==> config.mk <==
export PLATFORM = sky130hd
export DESIGN_NAME = myo_spi_scheduler_flat
export DESIGN_NICKNAME = d
export VERILOG_FILES = /design/src/rtl/myo_spi_scheduler_if.sv /design/src/rtl/myo_spi_scheduler.sv /design/src/flat_wrapper.sv
export SDC_FILE = /design/constraint.sdc
export NUM_CORES = 1
export LEC_CHECK = 0
export CELL_PAD_IN_SITES_DETAIL_PLACEMENT = 0
export CELL_PAD_IN_SITES_GLOBAL_PLACEMENT = 1
export CORE_MARGIN = 1.5
export CORE_UTILIZATION = 46
export CTS_CLUSTER_SIZE = 20
export DETAILED_ROUTE_END_ITERATION = 16
export MAX_ROUTING_LAYER = met4
export PLACE_DENSITY_LB_ADDON = 0.1
export SLEW_MARGIN = 40
export SYNTH_ARGS = -nofsm -noshare
export SYNTH_HDL_FRONTEND = slang
export SYNTH_SLANG_ARGS = --single-unit
==> constraint.sdc <==
create_clock -name clock -period 13.9 [get_ports clock]
set_input_delay 2.78 -clock clock [delete_from_list [all_inputs] [get_ports clock]]
set_output_delay 2.78 -clock clock [all_outputs]
set_load 0.03 [all_outputs]
==> src/rtl/myo_spi_scheduler_if.sv <==
// SPI-side handshake between the transaction scheduler and the shared SPI master.
// The scheduler owns the slave selects and the start strobe; the SPI master returns done.
interface myo_spi_scheduler_if #(
    parameter int unsigned NUM_MOTORS = 8
);
    logic                  spi_start;
    logic                  spi_done;
    logic [NUM_MOTORS-1:0] ss_n_o;

    modport master (
        output spi_start,
        output ss_n_o,
        input  spi_done
    );

    modport slave (
        input  spi_start,
        input  ss_n_o,
        output spi_done
    );
endinterface

==> src/rtl/myo_spi_scheduler.sv <==
// Round-robin transaction scheduler for the shared myocontrol SPI bus.
// Each period tick sweeps the snapshotted enable mask in ascending order: select the unit,
// pulse spi_start, wait for spi_done or timeout, then release the bus for a gap.
module myo_spi_scheduler #(
    parameter int unsigned NUM_MOTORS     = 8,
    parameter int unsigned SETUP_CYCLES   = 2,
    parameter int unsigned GAP_CYCLES     = 4,
    parameter int unsigned TIMEOUT_CYCLES = 4096
) (
    input  logic                          clock,
    input  logic                          reset,
    input  logic [NUM_MOTORS-1:0]         enable_mask,
    input  logic [31:0]                   period,
    input  logic                          clear_flags,
    myo_spi_scheduler_if.master           spi,
    output logic [$clog2(NUM_MOTORS)-1:0] motor_index,
    output logic                          xfer_valid,
    output logic                          cycle_done,
    output logic                          busy,
    output logic [NUM_MOTORS-1:0]         timeout_flags,
    output logic                          overrun
);
    localparam int unsigned IDX_W = $clog2(NUM_MOTORS);
    localparam logic [31:0] SETUP_LAST = 32'(SETUP_CYCLES - 1);
    localparam logic [31:0] GAP_LAST   = 32'(GAP_CYCLES - 1);
    // Only meaningful when GAP_CYCLES >= 2; guarded at the use site.
    localparam logic [31:0] GAP_PENULT = 32'(GAP_CYCLES - 2);
    localparam logic [31:0] WAIT_LAST  = 32'(TIMEOUT_CYCLES - 1);

    typedef enum logic [2:0] {
        StIdle,
        StSetup,
        StStart,
        StWait,
        StGap
    } state_e;

    state_e                state_q;
    logic [NUM_MOTORS-1:0] snap_q;
    logic [31:0]           step_cnt_q;
    logic [31:0]           per_cnt_q;
    logic                  tick;

    logic [IDX_W-1:0]      first_idx;
    logic [IDX_W-1:0]      next_idx;
    logic                  next_valid;
    logic [NUM_MOTORS-1:0] first_sel_n;
    logic [NUM_MOTORS-1:0] next_sel_n;

    // Free-running period counter; a shortened period wraps at once if already past the end.
    always_ff @(posedge clock) begin
        if (reset || period == 32'd0) begin
            per_cnt_q <= '0;
        end else if (per_cnt_q >= period - 32'd1) begin
            per_cnt_q <= '0;
        end else begin
            per_cnt_q <= per_cnt_q + 32'd1;
        end
    end

    assign tick = (period != 32'd0) && (per_cnt_q == period - 32'd1);

    // Lowest enabled unit for a new sweep, and next higher unit in the current snapshot.
    always_comb begin
        first_idx  = '0;
        next_idx   = '0;
        next_valid = 1'b0;
        for (int i = int'(NUM_MOTORS) - 1; i >= 0; i--) begin
            if (enable_mask[i]) begin
                first_idx = IDX_W'(i);
            end
            if (snap_q[i] && (i > int'(motor_index))) begin
                next_idx   = IDX_W'(i);
                next_valid = 1'b1;
            end
        end
        first_sel_n            = '1;
        first_sel_n[first_idx] = 1'b0;
        next_sel_n             = '1;
        next_sel_n[next_idx]   = 1'b0;
    end

    // Sweep FSM with registered outputs; flag sets are written after clears so a set wins.
    always_ff @(posedge clock) begin
        if (reset) begin
            state_q       <= StIdle;
            snap_q        <= '0;
            step_cnt_q    <= '0;
            spi.ss_n_o    <= '1;
            spi.spi_start <= 1'b0;
            motor_index   <= '0;
            xfer_valid    <= 1'b0;
            cycle_done    <= 1'b0;
            busy          <= 1'b0;
            timeout_flags <= '0;
            overrun       <= 1'b0;
        end else begin
            spi.spi_start <= 1'b0;
            xfer_valid    <= 1'b0;
            cycle_done    <= 1'b0;

            if (clear_flags) begin
                timeout_flags <= '0;
                overrun       <= 1'b0;
            end
            if (tick && state_q != StIdle) begin
                overrun <= 1'b1;
            end

            unique case (state_q)
                StIdle: begin
                    if (tick && enable_mask != '0) begin
                        snap_q      <= enable_mask;
                        motor_index <= first_idx;
                        spi.ss_n_o  <= first_sel_n;
                        step_cnt_q  <= '0;
                        busy        <= 1'b1;
                        state_q     <= StSetup;
                    end
                end
                StSetup: begin
                    if (step_cnt_q == SETUP_LAST) begin
                        spi.spi_start <= 1'b1;
                        state_q       <= StStart;
                    end else begin
                        step_cnt_q <= step_cnt_q + 32'd1;
                    end
                end
                StStart: begin
                    step_cnt_q <= '0;
                    state_q    <= StWait;
                end
                StWait: begin
                    if (spi.spi_done || step_cnt_q == WAIT_LAST) begin
                        if (spi.spi_done) begin
                            xfer_valid <= 1'b1;
                        end else begin
                            timeout_flags[motor_index] <= 1'b1;
                        end
                        spi.ss_n_o <= '1;
                        step_cnt_q <= '0;
                        // A one-cycle gap is also its last cycle.
                        cycle_done <= (GAP_CYCLES == 1) && !next_valid;
                        state_q    <= StGap;
                    end else begin
                        step_cnt_q <= step_cnt_q + 32'd1;
                    end
                end
                StGap: begin
                    if (step_cnt_q == GAP_LAST) begin
                        step_cnt_q <= '0;
                        if (next_valid) begin
                            motor_index <= next_idx;
                            spi.ss_n_o  <= next_sel_n;
                            state_q     <= StSetup;
                        end else begin
                            busy    <= 1'b0;
                            state_q <= StIdle;
                        end
                    end else begin
                        step_cnt_q <= step_cnt_q + 32'd1;
                        // cycle_done lands on the final gap cycle, one before busy drops.
                        if (GAP_CYCLES >= 2 && step_cnt_q == GAP_PENULT && !next_valid) begin
                            cycle_done <= 1'b1;
                        end
                    end
                end
                default: state_q <= StIdle;
            endcase
        end
    end
endmodule

==> src/flat_wrapper.sv <==
// flat-port wrapper written by rule: the top's interface ports become plain ports
module myo_spi_scheduler_flat 
#(
    parameter int unsigned NUM_MOTORS     = 8,
    parameter int unsigned SETUP_CYCLES   = 2,
    parameter int unsigned GAP_CYCLES     = 4,
    parameter int unsigned TIMEOUT_CYCLES = 4096
)
  (clock, reset, enable_mask, period, clear_flags, motor_index, xfer_valid, cycle_done, busy, timeout_flags, overrun, spi_spi_start, spi_ss_n_o, spi_spi_done);
  myo_spi_scheduler_if #(.NUM_MOTORS(NUM_MOTORS)) spi_i ();
  input  logic clock;
  input  logic reset;
  input  logic [NUM_MOTORS-1:0] enable_mask;
  input  logic [31:0] period;
  input  logic clear_flags;
  output logic [$clog2(NUM_MOTORS)-1:0] motor_index;
  output logic xfer_valid;
  output logic cycle_done;
  output logic busy;
  output logic [NUM_MOTORS-1:0] timeout_flags;
  output logic overrun;
  output wire logic [$bits(spi_i.spi_start)-1:0] spi_spi_start;
  output wire logic [$bits(spi_i.ss_n_o)-1:0] spi_ss_n_o;
  input wire logic [$bits(spi_i.spi_done)-1:0] spi_spi_done;
  assign spi_spi_start = spi_i.spi_start;
  assign spi_ss_n_o = spi_i.ss_n_o;
  assign spi_i.spi_done = spi_spi_done;
  myo_spi_scheduler #(.NUM_MOTORS(NUM_MOTORS), .SETUP_CYCLES(SETUP_CYCLES), .GAP_CYCLES(GAP_CYCLES), .TIMEOUT_CYCLES(TIMEOUT_CYCLES)) u_core (.clock(clock), .reset(reset), .enable_mask(enable_mask), .period(period), .clear_flags(clear_flags), .spi(spi_i), .motor_index(motor_index), .xfer_valid(xfer_valid), .cycle_done(cycle_done), .busy(busy), .timeout_flags(timeout_flags), .overrun(overrun));
endmodule
### After elaboration in Yosys (flattened, before gate mapping)

Cells that the tools add are included.

| cells by class | value |
|---|---|
| add/subtract/negate cells | 3 |
| order comparisons | 14 |
| equal/unequal tests | 16 |
| muxes and demuxes | 62 |
| bitwise operators | 7 |
| reductions and logical operators | 36 |

Operators with widths:

| operator | number |
|---|---|
| 32-bit case mux with 5 select lines | 1 |
| 32-bit two-way mux | 4 |
| 8-bit two-way mux | 9 |
| 3-bit two-way mux | 22 |
| 32-bit by 1-bit adder with 32-bit output, second input constant | 2 |
| 32-bit by 2-bit == test with 1-bit output, second input constant | 2 |
| 32-bit by 1-bit == test with 1-bit output, second input constant | 1 |
| 32-bit by 12-bit == test with 1-bit output, second input constant | 1 |
| 32-bit == test | 1 |
| 32-bit greater-or-equal comparator | 1 |
| 32-bit zero test | 1 |
| 32-bit nonzero test | 1 |
| 32-bit by 1-bit subtractor with 32-bit output, second input constant | 1 |
| 8-bit case mux with 3 select lines | 1 |
| 1-bit two-way mux | 19 |
| 8-bit NOT | 2 |
| 3-bit case mux with 5 select lines | 1 |
| 1-bit logical AND | 14 |
| 3-bit greater-than comparator, first input constant | 4 |
| 3-bit by 4-bit less-than comparator with 1-bit output, second input constant | 3 |
| 4-bit AND reduction | 3 |
| 2-bit by 1-bit != test with 1-bit output, second input constant | 5 |
| 1-bit demux with 3-bit select | 3 |
| 3-bit by 1-bit greater-or-equal comparator with 1-bit output, second input constant | 3 |
| 22 further kinds | 33 |

| storage, ports and cells | value |
|---|---|
| flip-flop bits (word level) | 99 |
| output and inout bits | 24 |
| word-level logic and storage cells | 150 |

### Logic depth before layout (Yosys ltp)

| depth | value |
|---|---|
| depth after elaboration | 17 |
| mapped depth | 19 |

### Least setup slack after synthesis

OpenSTA, ideal clock, no wires.

| timing | value |
|---|---|
| path type | input-to-reg |
| start point | in period[9] |
| end point | reg u_core.step_cnt_q[30] |
| arrival | 6,671 ps |
| setup slack | 7,162 ps |
| stages on the path | 14 |
| path buffers | 1 |
| cells stage by stage | or4_4 -> or2_1 -> or3_1 -> or3_1 -> xor2_1 -> ha_1 -> nand4_1 -> nor4_4 -> nand3_2 -> o31a_1 -> buf_6 -> or2_4 -> or4_4 -> a21oi_2 |

| between the ends | value |
|---|---|
| longest elaborated chain between the ends | 6 |
| elaborated cells between the ends (all ways) | 7 |
| those cells by class | add/sub: 1; eq/ne: 2; reduce/logical: 4 |

Ends and longest elaborated chain:

| item | RTL line | RTL |
|---|---|---|
| from (decl) | flat_wrapper.sv:14 | `input logic [31:0] period;` |
| 32-bit by 1-bit subtractor with 32-bit output | myo_spi_scheduler.sv:61 | `assign tick = (period != 32'd0) && (per_cnt_q == period - 32'd1);` |
| 32-bit == test | myo_spi_scheduler.sv:61 |  |
| 1-bit logical AND * | myo_spi_scheduler.sv:61 |  |
| 1-bit logical AND * | myo_spi_scheduler.sv:112 | `if (tick && enable_mask != '0) begin` |
| 2-bit by 1-bit != test with 1-bit output (no source line) * | - |  |
| 3-bit AND reduction (no source line) * | - |  |
| to (signal assigned) | myo_spi_scheduler.sv:126 | `step_cnt_q <= step_cnt_q + 32'd1;` |
| to (signal assigned) | myo_spi_scheduler.sv:146 | `step_cnt_q <= step_cnt_q + 32'd1;` |
| to (signal assigned) | myo_spi_scheduler.sv:161 | `step_cnt_q <= step_cnt_q + 32'd1;` |
| to (decl) | myo_spi_scheduler.sv:40 | `logic [31:0] step_cnt_q;` |

Mark *: on every way between the ends. The rest lies on a longest branch, timed or not.
A chain may end at the register's enable or synchronous reset.

### Final worst setup path

| timing | value |
|---|---|
| start point | in period[4] |
| end point | reg u_core.step_cnt_q[10] |

Same word-level chain as after synthesis.

==> results.toml <==
[status]
status = "finished clean"

[floorplan]
core_um2 = 13300
rows = 42
die_x_um = 120.0
start_util = 0.4736
die_h_um = 120.0
io-pin-count = 68
die_area_um2 = 14400

[clocking]
htreeDepth = 3
clock_sinks = 98
post-cts-setup-buffers = 0
cts_resized = 0
cts.clk_slew.worst_paths_ns = 0.07
clk_path_buf_depth = 2
clock_latency_ns = 0.35
cts_hold_buf = 0
cts_tree = "done"
cts_buffers = 9
cts_root_buffer = "clkbuf_16"

[logic_synthesis]
synth_top_cell_area_share = 0.3116
yosysWarnings = 0
async_reset_ff_frac = 0
synthTopCellsByArea = "dfxtp_1 (31%), ha_1 (7.6%), nor2_1 (6.5%)"
synth_top_flop_cell = "dfxtp_1"
synth_edf_count = 0
yosysMostFrequentCell = "nor2_1"
synth_seq_cells = 98
syn_nets = 853
syn_area_um2 = 6296
avgSynthCellArea_um2 = 8.166
seq_area_frac_synth = 0.3116
synth_common_cells = "nor2_1 (109), dfxtp_1 (98), nand2_1 (60), xnor2_1 (45), nand3_1 (40)"
yosysTopAreaCell = "dfxtp_1"
synth.distinct_cells = 77
synthCells = 771

[worst_setup_path]
arrival_ns = 7.94
r2r_slack_ns = 10.75
start_kind = "input pin"
rr_startpoint = "u_core.per_cnt_q[27]"
crit_type = "in2reg"
crit_start = "period[4]"
cp-end-kind = "flop"
cp.required_ns = 14.11
crit_fanout = 25

[global_routing]
grt_pass1_wl_um = 26800
globalRouteTotalUtil = 0.2342
grt_pass1_vias = 5545
grt_overflow = 0
antenna_found_initial = 0
grt_max_degree = 36

[finish]
nFillCells = 1250
utilization = 0.5553
drive_above_1_share = 0.05642
multi_input_area_um2 = 4138
diodes = 0
seq_area_um2 = 1962
nets = 910
area_growth_pct = 17.27

[routing]
vias_per_cell = 5.720
drc = 0
dr.pass1.iters = 4
drtAntennaViolNets = 0
drt_wl_total_um = 15610
wl_per_cell_um = 15.47
drt_iter0_drc = 340
num_vias = 5771

[timing]
min_period_ns = 7.735
slew_viol_final = 0
clock.fmax_mhz = 129.3
setup-tns-final_ns = 0
period_share = 0.5565
setup_violations = 0
skew_ns = 0.01105
max-slew-margin-rel = 0.5036
tightestPinTransition_ns = 0.7377
finalWorstSetupSlack_ns = 6.165
hold_viol_final = 0
rsz0062_at_grt = "false"

[power]
pwr-share-seq = 0.489
p_leak_nw = 2.723
power_mw = 0.5776
p_sw_mw = 0.1342
swShare = 0.2323
peakVddDrop_mv = 0.05162
combPwrFrac = 0.078
p_int_mw = 0.4435
pwr-share-clk = 0.433
p_per_area_nw_per_um2 = 78.24

[place]
post-place-ws_ns = 5.731
numPortBuffers = 67
dp_hpwl_um = 12020
gp_congestion = 0.8880

[hold_path]
hp-start = "u_core.overrun"
hp-class = "reg2reg"

[run]
drv_cap = 0
[state kept, by name (all words and copies together), names as in the netlist, 3 cells and up]
name	flops
u_core.per_cnt_q	32
u_core.step_cnt_q	32
u_core.spi.ss_n_o	8
u_core.timeout_flags	8
u_core.snap_q	7
u_core.motor_index	3
u_core.state_q	3
[worst paths after layout]
| check | endpoint | depth (start not counted) |
|---|---|---|
| worst max-delay path | u_core.step_cnt_q[10] | 15 |
| worst min-delay path | u_core.overrun | 2 |
| worst max register to register | u_core.step_cnt_q[10] | 8 |
| worst min register to register | u_core.overrun | 2 |
[through the flow]
stage	hold WS [ns]	area, um2	std cells
after global placement	0.4458	7072	993
after CTS	0.4598	7375	1009
after floorplan	0.4297	6296	771
final	0.4629	7383	1009
after global routing	0.4745	7383	1009
after detailed placement	0.4508	7079	993
[power by group through the flow]
stage | logic, mW | registers (mW) | clock network (mW)
after global routing | 0.0502 | 0.282 | 0.271
after floorplan | 0.0220 | 0.289 | 0
final | 0.0450 | 0.282 | 0.250
after detailed placement | 0.0449 | 0.289 | 0
after CTS | 0.0453 | 0.282 | 0.257
after global placement | 0.0438 | 0.289 | 0
[final cells by class]
cell class              count  area share
multi-input cells         628      0.5604
inverters                  22     0.01118
clock inverters             5    0.008473
clock buffers              11     0.03152
flip-flops and latches     98      0.2657
repair buffers             69     0.09287
well taps                 176     0.02983
[worst max-delay path: stages]
cell and delay (ns):
clkdlybuf4s50_1 0.51, nor4_1 0.51, nand4b_1 0.23, or2_1 0.29, or3_1 0.41, or3_1 0.42, xor2_1 0.16, ha_1 0.31
nand4_1 0.17, nor4_4 0.36, nand3_2 0.17, o31a_2 0.54, or2_4 0.37, o21ai_4 0.59, nor2_1 0.12
[cell families after synthesis]
family	after synthesis	share of synthesized area
XOR/XNOR	78	0.1085
adder cells (fa/ha/maj)	38	0.07552
AND/OR/NAND/NOR	385	0.3219
AO/OA/AOI/OAI	119	0.1357
multiplexers	8	0.01292
flip-flops	98	0.3116
buffers and inverters	45	0.03378
[cell usage in the layout (no fill, tap or decap), drive strengths merged, types with 4 or more instances in the layout]
| cell | count |
|---|---|
| nor2 | 110 |
| dfxtp | 98 |
| clkdlybuf4s50 | 67 |
| nand2 | 60 |
| xnor2 | 45 |
| nand3 | 41 |
| ha | 38 |
| a21oi | 34 |
| xor2 | 33 |
| nor4 | 31 |
| nor3 | 30 |
| nand4 | 24 |
| inv | 21 |
| and3 | 20 |
| a21o | 14 |
| or3 | 13 |
| o21ai | 13 |
| clkbuf | 11 |
| nor2b | 10 |
| and4 | 8 |
| nand2b | 8 |
| or2 | 8 |
| mux2i | 7 |
| a22oi | 6 |
| and2 | 5 |
| a31oi | 5 |
| o211ai | 5 |
| or4 | 5 |
| o21a | 4 |
| a211oi | 4 |
[routing by layer]
| metal | wire length [um] | share of wire | global-route usage |
|---|---|---|---|
| met3 | 500 | 0.032 | 0.02709 |
| met2 | 7230 | 0.46 | 0.3661 |
| met1 | 7649 | 0.49 | 0.3168 |
| met5 | 0 | 0 | - |
| met4 | 229 | 0.015 | 0.07589 |
No activity file was read; power rests on OpenSTA's default activity.
